$ cat src/rtl/bus_arbiter.sv
// bus_arbiter: round-robin owner selection for the serial system bus, with
// grant/use/release tenure sequencing and one outstanding split transaction.
module bus_arbiter #(
  parameter int MASTER_NO     = 2,
  parameter int SLAVE_NO      = 3,
  parameter int GRANT_TIMEOUT = 8,
  parameter int OWNER_W       = $clog2(MASTER_NO)
) (
  input  logic                 clk,
  input  logic                 rst_n,
  input  logic [MASTER_NO-1:0] m_bus_req,
  input  logic [MASTER_NO-1:0] m_bus_util,
  input  logic [SLAVE_NO-1:0]  s_split,
  input  logic [SLAVE_NO-1:0]  s_split_done,
  output logic [MASTER_NO-1:0] bus_grant,
  output logic [MASTER_NO-1:0] split_en,
  output logic [OWNER_W-1:0]   bus_owner,
  output logic                 bus_busy,
  output logic                 split_pending,
  output logic [1:0]           state_dbg
);

  localparam int SLV_W = (SLAVE_NO > 1) ? $clog2(SLAVE_NO) : 1;
  localparam int CNT_W = (GRANT_TIMEOUT > 1) ? $clog2(GRANT_TIMEOUT) : 1;
  localparam logic [MASTER_NO-1:0] ONE_HOT0 = MASTER_NO'(1);

  // Handshake: m_bus_req is a level held for the whole tenure. A registered
  // one-hot bus_grant answers it; the owner raises m_bus_util while using the
  // bus and the tenure ends when util falls, req falls in GRANT, the GRANT
  // wait times out, or a slave splits. Every tenure ends with one RELEASE cycle.
  typedef enum logic [1:0] {
    IDLE    = 2'd0,
    GRANT   = 2'd1,
    BUSY    = 2'd2,
    RELEASE = 2'd3
  } state_t;

  state_t               state_q, state_d;
  logic [MASTER_NO-1:0] grant_q, grant_d;
  logic [OWNER_W-1:0]   owner_q, owner_d;
  logic [OWNER_W-1:0]   bus_owner_q, bus_owner_d;
  logic                 busy_q, busy_d;
  logic [OWNER_W-1:0]   rr_q, rr_d;
  logic [CNT_W-1:0]     cnt_q, cnt_d;
  logic [MASTER_NO-1:0] split_en_q, split_en_d;
  logic                 pend_q, pend_d;
  logic                 resume_q, resume_d;
  logic [OWNER_W-1:0]   sm_q, sm_d;
  logic [SLV_W-1:0]     ss_q, ss_d;

  logic                 win_valid;
  logic [OWNER_W-1:0]   win_idx;
  logic [OWNER_W-1:0]   cand;
  logic [SLV_W-1:0]     split_k;

  // A resumable split master wins outright; otherwise search upward from
  // rr_ptr+1, skipping a split master whose slave has not signalled done.
  always_comb begin
    win_valid = 1'b0;
    win_idx   = '0;
    cand      = '0;
    if (pend_q && resume_q && m_bus_req[sm_q]) begin
      win_valid = 1'b1;
      win_idx   = sm_q;
    end else begin
      for (int i = 1; i <= MASTER_NO; i++) begin
        cand = OWNER_W'((int'(rr_q) + i) % MASTER_NO);
        if (!win_valid && m_bus_req[cand] && !(pend_q && !resume_q && cand == sm_q)) begin
          win_valid = 1'b1;
          win_idx   = cand;
        end
      end
    end
  end

  always_comb begin
    split_k = '0;
    for (int k = SLAVE_NO - 1; k >= 0; k--) begin
      if (s_split[k]) split_k = SLV_W'(k);
    end
  end

  always_comb begin
    state_d     = state_q;
    grant_d     = grant_q;
    owner_d     = owner_q;
    bus_owner_d = bus_owner_q;
    busy_d      = busy_q;
    rr_d        = rr_q;
    cnt_d       = cnt_q;
    split_en_d  = split_en_q;
    pend_d      = pend_q;
    resume_d    = resume_q | (pend_q & s_split_done[ss_q]);
    sm_d        = sm_q;
    ss_d        = ss_q;
    case (state_q)
      IDLE: begin
        if (win_valid) begin
          state_d     = GRANT;
          grant_d     = ONE_HOT0 << win_idx;
          owner_d     = win_idx;
          bus_owner_d = win_idx;
          busy_d      = 1'b1;
          cnt_d       = '0;
          if (pend_q && win_idx == sm_q) begin
            split_en_d = '0;
            pend_d     = 1'b0;
            resume_d   = 1'b0;
          end
        end
      end
      GRANT: begin
        if (m_bus_util[owner_q]) begin
          state_d = BUSY;
        end else if (!m_bus_req[owner_q] || cnt_q == CNT_W'(GRANT_TIMEOUT - 1)) begin
          state_d = RELEASE;
        end else begin
          cnt_d = cnt_q + CNT_W'(1);
        end
      end
      BUSY: begin
        if (|s_split && !pend_q) begin
          state_d    = RELEASE;
          pend_d     = 1'b1;
          resume_d   = 1'b0;
          sm_d       = owner_q;
          ss_d       = split_k;
          split_en_d = ONE_HOT0 << owner_q;
        end else if (!m_bus_util[owner_q]) begin
          state_d = RELEASE;
        end
      end
      RELEASE: begin
        state_d = IDLE;
        rr_d    = owner_q;
      end
      default: state_d = IDLE;
    endcase
    if (state_d == RELEASE) begin
      grant_d     = '0;
      bus_owner_d = '0;
      busy_d      = 1'b0;
    end
  end

  always_ff @(posedge clk or negedge rst_n) begin
    if (!rst_n) begin
      state_q     <= IDLE;
      grant_q     <= '0;
      owner_q     <= '0;
      bus_owner_q <= '0;
      busy_q      <= 1'b0;
      rr_q        <= OWNER_W'(MASTER_NO - 1);
      cnt_q       <= '0;
      split_en_q  <= '0;
      pend_q      <= 1'b0;
      resume_q    <= 1'b0;
      sm_q        <= '0;
      ss_q        <= '0;
    end else begin
      state_q     <= state_d;
      grant_q     <= grant_d;
      owner_q     <= owner_d;
      bus_owner_q <= bus_owner_d;
      busy_q      <= busy_d;
      rr_q        <= rr_d;
      cnt_q       <= cnt_d;
      split_en_q  <= split_en_d;
      pend_q      <= pend_d;
      resume_q    <= resume_d;
      sm_q        <= sm_d;
      ss_q        <= ss_d;
    end
  end

  assign bus_grant     = grant_q;
  assign split_en      = split_en_q;
  assign bus_owner     = bus_owner_q;
  assign bus_busy      = busy_q;
  assign split_pending = pend_q;
  assign state_dbg     = state_q;

endmodule

$ cat config.mk
export PLATFORM = sky130hd
export DESIGN_NAME = bus_arbiter
export DESIGN_NICKNAME = d
export VERILOG_FILES = /design/src/rtl/bus_arbiter.sv
export SDC_FILE = /design/constraint.sdc
export NUM_CORES = 1
export LEC_CHECK = 0
export CAP_MARGIN = 10
export CORE_MARGIN = 3
export CORE_UTILIZATION = 40
export DETAILED_ROUTE_END_ITERATION = 8
export GPL_ROUTABILITY_DRIVEN = 0
export PLACE_DENSITY = 0.66
export SLEW_MARGIN = 20
export SYNTH_ARGS = -nofsm -noshare
export SYNTH_HDL_FRONTEND = slang
export SYNTH_SLANG_ARGS = --single-unit
$ cat constraint.sdc
create_clock -name clk -period 2.1 [get_ports clk]
set_input_delay 0.42 -clock clk [delete_from_list [all_inputs] [get_ports clk]]
set_output_delay 0.42 -clock clk [all_outputs]
set_load 0.02 [all_outputs]
; ---- Word level (Yosys, flattened, before mapping)
; Index checks and enable logic that the tools add are counted.
; W data, S select, Z words.
[totals]
register_bits = 18
inputBits = 12
elab_cells = 118
[classes]
n_addsub = 3
order_cmp = 5
eq_ne = 13
shift = 2
mux = 53
bitwise_logic = 2
n_reduce_logical = 28
[ops]
columns = operator, n
row1 = $mux W1, 30
row2 = $mux W2, 14
row3 = $logic_and A1 B1 Y1, 10
row4 = $ne A2 B2 Y1 const B, 5
row5 = $mux W3, 3
row6 = $lt A1 B2 Y1 const B, 4
row7 = $pmux W2 S4, 1
row8 = $reduce_and A4 Y1, 2
row9 = $reduce_bool A2 Y1, 4
row10 = $eq A2 B2 Y1 const B, 3
row11 = $logic_not A1 Y1, 6
row12 = $pmux W3 S2, 1
row13 = $reduce_and A2 Y1, 3
row14 = $pmux W1 S2, 2
row15 = $pmux W2 S2, 1
row16 = $shl A1 B1 Y2 const A, 2
row17 = $add A3 B1 Y3 const B, 1
row18 = $eq A1 B1 Y1, 3
row19 = $eq A3 B3 Y1 const B, 1
row20 = $lt A2 B3 Y1 const B, 1
row21 = $reduce_or A3 Y1, 1
row22 = $add A1 B1 Y1 const B, 2
row23 = $bmux W1 S2, 1
row24 = $eq A2 B1 Y1 const B, 1
row25 = other kinds (4), 4

; ---- Depth between registers and ports, before layout
[depth]
word_depth = 17
mapped_depth = 6
depth_no_buf = 6

; ---- Worst setup path after synthesis
; OpenSTA, ideal clock, no wires.
[synth_path]
kind = reg2reg
from = register cnt_q[0]
to = register cnt_q[0]
setup_ns = 0.125
arrival_time_ns = 1.587
t_required_ns = 1.975
slack_ns = 0.387
stages_incl_launch_ff = 7
path_buffers = 0
cell_sequence = dfrtp_1 ha_1 ha_1 nor4b_1 o21ba_2 a21oi_2 mux2_4
[synth_between]
elab_chain_len = 4
[synth_rtl]
columns = item, line_no
row1 = start: declaration, 44  ; logic [CNT_W-1:0] cnt_q, cnt_d;
row2 = start signal: assignment, 167  ; cnt_q <= cnt_d;
row3 = $add A3 B1 Y3 / $eq A3 B3 Y1 (equally long branches), "118, 115"
row4 = $mux W3 / $logic_or A1 B1 Y1 (equally long branches), 115  ; end else if (!m_bus_req[owner_q] || cnt_q == CNT_W'(GRANT_TIMEOUT - 1)) begin
row5 = $mux W3 / $ne A2 B2 Y1 (equally long branches), -
row6 = $pmux W3 S2 / $reduce_and A4 Y1 (equally long branches), -
; Several ways; a longest one is shown, not always the timed one. The select of a mux whose other input is x is not followed.
; A chain may end at the register's enable or synchronous reset.

; ---- Final worst setup path
[layout_path]
from = register state_q[0] (netlist: state_dbg[0])
to = output port state_dbg[0]
[layout_lines]
columns = item, line_no
row1 = start: declaration, 38  ; state_t state_q, state_d;
row2 = start signal: assignment, 161  ; state_q <= state_d;
row3 = end: declaration, 20  ; output logic [1:0] state_dbg
; No word-level cell between the ends.

==> impl_metrics.ini <==
[worst_setup_path]
path_delay_family = buffers and inverters
crit_path_end_kind = output port
cp_max_fo = 8
r2r_slack_ns = 0.27
max_stage_delay_ns = 0.66
cp_slowest_cell = clkdlybuf4s50_1
cp_num_buf_inv = 1
r2r_cells = 6
cp.required_ns = 1.68
reg2reg_from = cnt_q[0]
cp_data_arrival_time_ns = 1.45
path_class = reg2out
start_kind = register
path_cells = clkdlybuf4s50_1
regToRegEndpoint = cnt_q[0]

[final_layout]
finalCoreUtilization_pct = 56.9
multiInputGateArea_um2 = 444
stdcell_area_um2 = 1160
fillCellCount = 174
seq_area_um2 = 427
fin_cells = 134
fin_nets = 122
antenna_cells = 0
syn_to_final_growth_pct = 30.3
drive_gt1_share_pct = 15.0

[floorplanning]
coreArea_um2 = 2040
chipWidth_um = 53.2
dieHeight_um = 53.2
pin_count = 21
rows = 16
dieArea_um2 = 2830
start_util_pct = 43.6

[placed_design]
place.detailed.hpwl_mm = 1.34
portBuffers = 20
place_area_um2 = 1130
place_inst = 130

[grt]
grt_pass1_wl_mm = 3.06
overflow = 0
first_global_vias = 722
grt_usage_pct = 15.2
grt_max_degree = 18
antenna_found_initial = 0

[cts]
cts_max_path_buffers = 2
post_cts_resized = 0
cts_root_buffer = clkbuf_4
clk_latency_ns = 0.28
cts_tree = done
path_clk_slew_ns = 0.09
postCtsHoldBufs = 0
htreeDepth = 1
post_cts_buffers = 0
cts_made_buffers = 3
clock_sinks = 17

[yosys]
synth_cell_type_count = 34
ys_seq_elements = 17
avgSynthCellArea_um2 = 10.9
synth_fp_nets = 96
synth-warning-count = 0
syn_area_um2 = 891
syn_inst = 82
ys_async_sr_fraction_pct = 100
synthFlopType = dfrtp_1
yosysSeqAreaShare_pct = 47.9
synth_edf_count = 0

[route]
drt.antenna.violating_nets = 0
viasPerCell = 5.35
route.vias.total = 717
first_pass_iters = 4
avgRoutedWirePerCell_um = 13.8
drt_iter0_drc = 7
route.detailed.drc = 0
totalWireLength_mm = 1.85

[sta]
min_period_over_period_pct = 89.1
finalClockSkew_ns = 0.000951
worst_pin_slew_ns = 0.528
finalMaxSlewViolations = 0
relSlewSlack_pct = 64.5
setup_viol = 0
finalCriticalPeriod_ns = 1.87
timing_hold_violations_final = 0
setup_tns_ns = 0
timing.fmax_mhz = 535
rsz0062_at_grt = false

[power_and_ir_drop]
power_density_nw_per_um2 = 1340
finalPower_w = 0.00155
leakagePower_nw = 0.506
ir_drop_mv = 0.742

[worst_hold_path]
hp-class = in2async

[flow_run]
maxCapViolations = 0

[run_status]
status = finished, final reports clean
-- cell type report --
class	count	area share, %
Multi-Input combinational cell	61	38.3
Clock buffer	4	2.26
Tap cell	27	2.91
Timing Repair Buffer	23	19.2
Inverter	2	0.647
Sequential cell	17	36.7
-- through the flow --
stage | hold WS (ns) | setup WS, ns
final | 0.458 | 0.230
after global routing | 0.457 | 0.128
after CTS | 0.450 | 0.200
after detailed placement | 0.490 | 0.0250
after global placement | 0.481 | 0.0223
after floorplan | 0.124 | 0.387
-- cell usage after synthesis (3+ instances only) --
library cell / instances / area (µm²)
a21o_1: 3 / 22.5
o21ai_0: 3 / 15.0
nand2b_1: 3 / 18.8
a21oi_1: 8 / 40.0
nand2_1: 4 / 15.0
nand3b_1: 3 / 22.5
a22o_1: 3 / 26.3
nor2_1: 5 / 18.8
mux2_2: 4 / 45.0
dfrtp_1: 16 / 400
-- placed cells by master (no fill, tap or decap), drive strengths merged --
cell,instances
clkbuf,4
nor2,5
or2,1
nand3,1
ha,2
nor2b,1
nor4b,1
nor3,2
dfrtp,16
dfstp,1
mux2i,2
or3b,1
buf,3
a41oi,1
a21boi,1
a21oi,9
o31ai,1
a22o,3
nor4bb,2
o21a,3
a31oi,1
nand3b,3
o21ba,2
a21o,3
nand2,4
o21ai,3
mux2,5
clkdlybuf4s50,20
nor3b,1
nand2b,3
inv,2
-- flip-flops by register name, indices dropped and copies added, names as in the netlist --
register / cells
bus_grant: 2
owner_q: 1
cnt_q: 3
split_en: 2
state_dbg: 2
split_pending: 1
resume_q: 1
sm_q: 1
rr_q: 1
ss_q: 2
bus_busy: 1
-- worst max-delay path by stage --
stage / from / endpoint / slack [ns] / depth (start not counted)
CTS: split_pending / split_pending / 0.20 / 1
detailed placement: s_split[1] / split_en[0] / 0.03 / 5
global route: cnt_q[0] / cnt_q[0] / 0.13 / 6
floorplan: cnt_q[0] / cnt_q[0] / 0.39 / 6
global placement: s_split[1] / split_en[0] / 0.02 / 5
finish: state_dbg[0] / state_dbg[0] / 0.23 / 1
-- power breakdown --
part / total [W] / internal, W / switching (W)
logic: 0.000746 / 0.000406 / 0.000340
registers: 0.000638 / 0.000469 / 0.000170
clock network: 0.000168 / 0.0000737 / 0.0000948
-- cells by family (layout without fill, tap and decap cells) --
group	after synthesis	after routing	synth area share, %
AOI/OAI and AO/OA	27	27	20.9
buffers and inverters	4	29	2.25
and+or+nand+nor	25	25	17.1
muxes	7	7	8.99
adders and majority gates	2	2	2.81
DFF	17	17	47.9
-- metal layers --
metal / up-vias / GRT usage [%] / part of all wire [%]
met5: - / 0 / 0
met4: 0 / 7.66 / 0.54
met3: 2 / 3.10 / 5.8
met2: 22 / 25.0 / 45
met1: 339 / 18.6 / 49
li1: 354 / - / -
No activity file was read; power rests on OpenSTA's default activity.
